**src/rtl/nonce_search_ctrl.sv**
```systemverilog
// rtl/nonce_search_ctrl.sv - sequential nonce search driving a Keccak core
//
// Walks nonces from a start value, hashing {header, nonce} one candidate at
// a time, and stops on the first digest whose top 32 bits are below target
// or after MAX_TRIES completed hashes.
//
// Ports:
//   clk, rst_n          clock, synchronous active-low reset
//   load, stop          job capture pulse / abort (stop wins over load)
//   header, nonce_in,   job inputs, captured on load
//   target
//   hash_start,         request to the core and its message, held until done
//   hash_msg
//   hash_done, hash_out core completion pulse and digest
//   busy, found,        job status
//   exhausted
//   found_nonce         winning nonce, held until the next load
//   attempts            completed hashes for the current job
`timescale 1ns/1ps
module nonce_search_ctrl #(
    parameter logic [31:0] MAX_TRIES = 32'hFFFF_FFFF
) (
    input  logic         clk,
    input  logic         rst_n,
    input  logic         load,
    input  logic [607:0] header,
    input  logic [31:0]  nonce_in,
    input  logic [31:0]  target,
    input  logic         stop,
    output logic         hash_start,
    output logic [639:0] hash_msg,
    input  logic         hash_done,
    input  logic [255:0] hash_out,
    output logic         busy,
    output logic         found,
    output logic [31:0]  found_nonce,
    output logic         exhausted,
    output logic [31:0]  attempts
);

    typedef enum logic [2:0] {
        IDLE,
        ISSUE,
        WAIT,
        CHECK,
        FOUND,
        EXHAUSTED
    } state_t;

    state_t        state_q;
    state_t        state_d;
    logic [607:0]  header_q;
    logic [31:0]   nonce_q;
    logic [31:0]   target_q;
    logic [31:0]   digest_top_q;

    logic          win;
    logic          last_try;
    logic          unused_digest_bits;

    // Only the top word of the digest takes part in the comparison.
    assign unused_digest_bits = ^hash_out[223:0];

    assign win      = (digest_top_q < target_q);
    assign last_try = (attempts == MAX_TRIES);

    always_comb begin
        state_d = state_q;
        unique case (state_q)
            ISSUE:   state_d = WAIT;
            WAIT:    if (hash_done) state_d = CHECK;
            CHECK: begin
                if (win)           state_d = FOUND;
                else if (last_try) state_d = EXHAUSTED;
                else               state_d = ISSUE;
            end
            default: state_d = state_q;
        endcase
        // load restarts from any state; stop overrides everything.
        if (load) state_d = ISSUE;
        if (stop) state_d = IDLE;
    end

    always_ff @(posedge clk) begin
        if (!rst_n) begin
            state_q      <= IDLE;
            header_q     <= '0;
            nonce_q      <= '0;
            target_q     <= '0;
            digest_top_q <= '0;
            attempts     <= '0;
            found_nonce  <= '0;
        end else begin
            state_q <= state_d;
            // On stop, all job data (including attempts/found_nonce) holds.
            if (!stop) begin
                if (load) begin
                    header_q     <= header;
                    nonce_q      <= nonce_in;
                    target_q     <= target;
                    attempts     <= '0;
                    found_nonce  <= '0;
                end else begin
                    if (state_q == WAIT && hash_done) begin
                        digest_top_q <= hash_out[255:224];
                        attempts     <= attempts + 32'd1;
                    end
                    if (state_q == CHECK) begin
                        if (win)
                            found_nonce <= nonce_q;
                        else if (!last_try)
                            nonce_q <= nonce_q + 32'd1;
                    end
                end
            end
        end
    end

    assign hash_start = (state_q == ISSUE);
    assign hash_msg   = {header_q, nonce_q};
    assign busy       = (state_q == ISSUE) || (state_q == WAIT) || (state_q == CHECK);
    assign found      = (state_q == FOUND);
    assign exhausted  = (state_q == EXHAUSTED);

endmodule

```
**config.mk**
```make
export PLATFORM = sky130hd
export DESIGN_NAME = nonce_search_ctrl
export DESIGN_NICKNAME = d
export VERILOG_FILES = /design/src/rtl/nonce_search_ctrl.sv
export SDC_FILE = /design/constraint.sdc
export NUM_CORES = 2
export LEC_CHECK = 0
export ABC_CLOCK_PERIOD_IN_PS = 4700
export BUFFER_PORTS_ARGS = -buffer_cell sky130_fd_sc_hd__clkbuf_2
export CORE_AREA = 2 2 632 634
export CTS_CLUSTER_DIAMETER = 100
export DETAILED_ROUTE_END_ITERATION = 10
export DIE_AREA = 0 0 634 636
export GPL_ROUTABILITY_DRIVEN = 0
export SLEW_MARGIN = 25
export SYNTH_ARGS = -nofsm -noshare
export SYNTH_HDL_FRONTEND = slang
export SYNTH_SLANG_ARGS = --single-unit
```
**constraint.sdc**
```tcl
create_clock -name clk -period 4.7 [get_ports clk]
set_input_delay 0.705 -clock clk [delete_from_list [all_inputs] [get_ports clk]]
set_output_delay 0.705 -clock clk [all_outputs]
set_load 0.1 [all_outputs]
```
### Yosys cells after proc, flatten, opt, wreduce, memory -nomap -nowiden

Index checks and enable logic that the tools add are counted.

* register bits: 771
* output and inout bits: 708
* logic and storage cells: 55

* $add $sub $neg: 2
* order comparisons: 1
* equality and inequality tests: 10
* multiplexer cells: 14
* bitwise logic cells: 3
* reduce and logical (&&, ||, !) cells: 17

Operators by type and width (number)
* $mux W32: 9
* $add A32 B1 Y32 const B: 2
* $eq A32 B32 Y1 const B: 1
* $lt A32 B32 Y1: 1
* $mux W3: 3
* $pmux W3 S3: 1
* $reduce_and A2 Y1: 4
* $eq A3 B2 Y1 const B: 2
* $eq A3 B3 Y1 const B: 2
* $ne A2 B2 Y1 const B: 3
* $reduce_and A3 Y1: 2
* $reduce_bool A2 Y1: 3
* $reduce_and A4 Y1: 1
* $reduce_bool A4 Y1: 1
* $eq A3 B1 Y1 const B: 1
* $ne A3 B3 Y1 const B: 1
* $not A1 Y1: 3
* $reduce_bool A3 Y1: 1
* $reduce_or A3 Y1: 1
* $logic_or A1 B1 Y1: 2
* $reduce_or A2 Y1: 1
* $logic_and A1 B1 Y1: 1
* $mux W1: 1

### Logic depth before layout (Yosys ltp)

* word-level depth: 5
* gate-level depth with buffers: 11

### Worst setup path after synthesis

OpenSTA, ideal clock, no wires.

* path type: flip-flop to output port
* from: reg state_q[1]
* to: out found
* data arrival time: 2.698 ns
* slack: 1.297 ns
* stages on the path, launching flop included: 3
* cells stage by stage: dfxtp_1 clkbuf_1 nor3b_1

* longest elaborated chain between the ends: 1

RTL lines
* start, declared: line 50 `state_t state_q;`
* start signal, assigned: line 94 `state_q <= state_d;`
* $eq A3 B3 Y1: line 122 `assign found = (state_q == FOUND);`
* end, declared: line 35 `output logic found,`

Every way passes these cells.

### Final worst setup path

* from: reg attempts[0]
* to: reg nonce_q[8]

* longest elaborated chain between the ends: 3

RTL lines
* start, declared: line 38 `output logic [31:0] attempts`
* start signal, assigned: line 106 `attempts <= attempts + 32'd1;`
* $eq A32 B32 Y1: line 65 `assign last_try = (attempts == MAX_TRIES);`
* $ne A2 B2 Y1 (no line)
* $reduce_and A4 Y1 (no line)
* end signal, assigned: line 99 `nonce_q <= nonce_in;`
* end signal, assigned: line 112 `nonce_q <= nonce_q + 32'd1;`
* end, declared: line 53 `logic [31:0] nonce_q;`

Every way passes these cells.
A chain may end at the register's enable or synchronous reset.

==> impl_summary.md <==
Placement
Prior to clock tree synthesis, the placed netlist has a worst setup slack of 1.12 ns. After legalization and detailed placement, the total HPWL measured 288000 um. The port buffer count is 1416.

CTS
Clock tree synthesis found a total of 771 sinks. TritonCTS built the clock tree. Clock latency on the worst-skew pair, taken at its later pin, is 0.90 ns. In this run, post-CTS repair resized a total of 0 instances.

The clock-pin transition on the worst setup and hold timing paths is 0.07 ns. The cell sitting at the root of the clock tree is a sky130_fd_sc_hd__clkbuf_16. The number of H-tree levels is 3. Clock tree synthesis inserted a total of 105 buffers. The number of hold buffers added after CTS was 241.

The longest clock path from root to sink contains 4 buffers. The number of buffers inserted to repair setup after CTS is 0.

Synthesis
The most used standard cell by instance count after synthesis is sky130_fd_sc_hd__nand2_1. The portion of the post-synthesis area used by sequential elements is 0.539. The mapped netlist covers 28600 um2.

The leading area contributor after synthesis is sky130_fd_sc_hd__dfxtp_1. Ranked by instance count, the synthesized netlist is headed by sky130_fd_sc_hd__nand2_1 (1397), sky130_fd_sc_hd__dfxtp_1 (771), sky130_fd_sc_hd__a21oi_1 (729). The synthesized design contains 0 enable-type register cells. By area the synthesized netlist is led by sky130_fd_sc_hd__dfxtp_1 (54%), sky130_fd_sc_hd__nand2_1 (18%), sky130_fd_sc_hd__a21oi_1 (13%). The fraction of post-synthesis cell area in the top cell type by area is 0.539. The average instance in the mapped netlist occupies 7.82 um2. Synthesis handed over a netlist of 3661 instances. The number of warnings issued by yosys is 0. The number of nets handed over by synthesis was 4627. In the synthesized netlist the dominant register cell turns out to be sky130_fd_sc_hd__dfxtp_1. The netlist uses 72 different library cells.

The number of storage elements in the synthesis netlist is 771. The share of synthesized registers carrying an async set or reset is 0.

Die
From bottom edge to top edge, the die measures 636 um. In this run the standard cell core region covers 397000 um2. The starting utilization of the core area is 0.0721. The I/O pin total is 1641. The die covers 403000 um2. The number of rows created at floorplan is 232.

The chip width is 634 um.

Pwr
The cell leakage power is 19.2 nW. The worst vdd rail ir drop is 0.251 mV. In this run the power density over the cells is 405 nW/um2.

Setup path
For this design, the slowest cell found on the critical path is sky130_fd_sc_hd__or4_1. The kind of capture point of the worst setup path is a flip-flop. The most critical setup path has its endpoint at nonce_q[8]$_SDFFE_PN0P_. The worst setup path is launched from a flip-flop. In this run the critical register-to-register path is launched from attempts[0]$_SDFFE_PN0P_. At the worst endpoint, the arrival time is 4.28 ns. The source of the critical timing path is attempts[0]$_SDFFE_PN0P_. The worst register-to-register path ends at nonce_q[8]$_SDFFE_PN0P_. The signal on the critical path passes through ha_1 -> nand3_1 -> or4_1 -> nor4_4 -> a311o_1 -> nand2_2 -> a222oi_1 -> a21oi_1. In this run the register-to-register setup slack is 1.20 ns. The setup path with the least slack is of type reg2reg. On the worst path, the slowest cell contributes a delay of 0.64 ns. The number of cells on the worst reg-to-reg path is 8. The highest net fanout along the worst path is 16.

STA puts the critical path data required time at 5.48 ns.

Detailed routing
After the first detailed-routing iteration, the DRC count stood at 3304. Wires add up to 325000 um. The final routed DRC violation total is 0. The average wire length per cell after detail routing is 30.2 um.

Using the TritonRoute via totals, the vias-per-cell ratio works out to 3.26. The detailed router placed 35100 vias in this run. The pre-antenna-repair detailed-routing pass consisted of 6 iterations. The number of routed nets with antenna violations is 0.

Timing
The maximum clock frequency is 0.285 GHz. Dividing the final minimum period by the clock period gives 0.746. The worst max-slew margin expressed relative to the limit is 0.308. Setup repair after global routing left no endpoint under its margin. The routed design could run at a clock period as short as 3.50 ns. For the final database, setup skew stands at 0.127 ns. At the pin with the least slew margin, the transition time is 1.03 ns. The final-report setup violation count is 0. The final count of hold timing violations is 0. The worst-case setup margin in the final layout is 1.20 ns.

The sum of negative setup slack is 0 ns. The max-slew violation count is 0.

Global route
The number of global-route vias before repair is 31200. The global-route wire length before repair is 390000 um. The maximum number of pins on one net before global-route repair is 113. Across every metal layer, demand over resource in global routing totals 0.155.

The remaining global-route overflow is 0. The number of antenna violations at the first check in global routing is 505.

Status
The run finished with clean final reports.

Worst hold path
The path category of the worst min-delay check is in2reg.

Finish
The post-synthesis to final-layout area growth is 70.3%. The share of final-layout standard cells stronger than drive strength 1 is 0.321. In the final design database the tool counted 6193 nets.

Run
Max-cap violations in this run came to 0.
[where the power goes]
group / total [mW] / leakage, nW / switching [mW] / internal [mW]
Combinational: 3.92 / 11.1 / 3.17 / 0.748
Sequential: 6.96 / 6.29 / 0.154 / 6.80
Clock: 8.87 / 1.82 / 3.54 / 5.33
[kinds of logic (layout without fill, tap and decap cells)]
family / after synthesis / in the layout / share of synthesized area
flip-flops: 771 / 771 / 0.539
XOR/XNOR: 2 / 2 / 0.000612
other: 0 / 203 / 0
buffers and inverters: 319 / 1964 / 0.0437
AO/OA/AOI/OAI: 898 / 898 / 0.173
multiplexers: 1 / 1 / 0.000350
AND/OR/NAND/NOR: 1637 / 1637 / 0.229
adder cells (fa/ha/maj): 33 / 33 / 0.0144
[how the worst min path moves through the flow]
stage	start	endpoint	slack, ns	cells past startpoint
floorplan	digest_top_q[0]$_SDFFE_PN0P_	digest_top_q[0]$_SDFFE_PN0P_	0.43	2
global placement	header_q[238]$_SDFFE_PN0P_	header_q[238]$_SDFFE_PN0P_	0.44	2
detailed placement	header_q[99]$_SDFFE_PN0P_	header_q[99]$_SDFFE_PN0P_	0.45	2
CTS	header[446]	header_q[446]$_SDFFE_PN0P_	0.0004	3
global route	header[382]	header_q[382]$_SDFFE_PN0P_	0.03	3
finish	header[565]	header_q[565]$_SDFFE_PN0P_	0.07	3
[sequential cells by signal (all words and copies together) (netlist names)]
| name | flops |
|---|---|
| found_nonce | 32 |
| nonce_q | 32 |
| state_q | 3 |
| target_q | 32 |
| header_q | 608 |
| attempts | 32 |
| digest_top_q | 32 |
[per-stage QoR]
stage          cells  utilization  cell area (um2)  total power, mW  hold WS (ns)
6_report       10800        0.123            48700             19.8        0.0730
5_1_grt        10700        0.122            48500             20.4        0.0274
4_1_cts        10600        0.121            48200             20.1      0.000377
3_5_place_dp   10100        0.106            42100             10.8         0.445
3_3_place_gp   10100        0.106            42100             10.7         0.443
2_1_floorplan   3661            -            28600             9.48         0.431
[cell type report]
class	count	area, um2
fill	46000	348000
sequential	771	15400
multi-input combinational	2571	12000
timing repair buffer	1737	10400
tap	5265	6590
clock buffer	127	2850
clock inverter	59	866
antenna	203	508
inverter	41	161
[cell usage in the layout, fill, tap and decap left out, types with 13 or more instances in the layout]
cell	Yosys	routed
sky130_fd_sc_hd__buf_12	0	22
sky130_fd_sc_hd__ha_1	33	33
sky130_fd_sc_hd__dlygate4sd3_1	0	241
sky130_fd_sc_hd__bufinv_16	0	18
sky130_fd_sc_hd__clkinv_2	0	13
sky130_fd_sc_hd__diode_2	0	203
sky130_fd_sc_hd__nand4_1	14	14
sky130_fd_sc_hd__dfxtp_1	771	771
sky130_fd_sc_hd__nand3_1	31	31
sky130_fd_sc_hd__clkbuf_8	0	14
sky130_fd_sc_hd__nor3_1	28	28
sky130_fd_sc_hd__buf_4	4	58
sky130_fd_sc_hd__a32oi_1	35	35
sky130_fd_sc_hd__o21ai_0	39	39
sky130_fd_sc_hd__clkbuf_2	0	1416
sky130_fd_sc_hd__a21oi_1	729	729
sky130_fd_sc_hd__clkbuf_16	0	105
sky130_fd_sc_hd__inv_1	39	39
sky130_fd_sc_hd__nand2_1	1397	1395
sky130_fd_sc_hd__nor2_1	89	88
[worst max-delay path: cells and delay by family (launching register included)]
family	cells	cell delay, ns
compound gates	3	1.11
fa+ha+maj	1	0.24
flops	1	0.41
simple gates	4	1.59
[layer usage]
layer  wire length, um  track usage
met1            107000        0.152
met2            157000        0.269
met3             45500       0.0909
met4             13900       0.0519
met5              1510            0
Note: power is estimated with default switching activity, not from simulation.
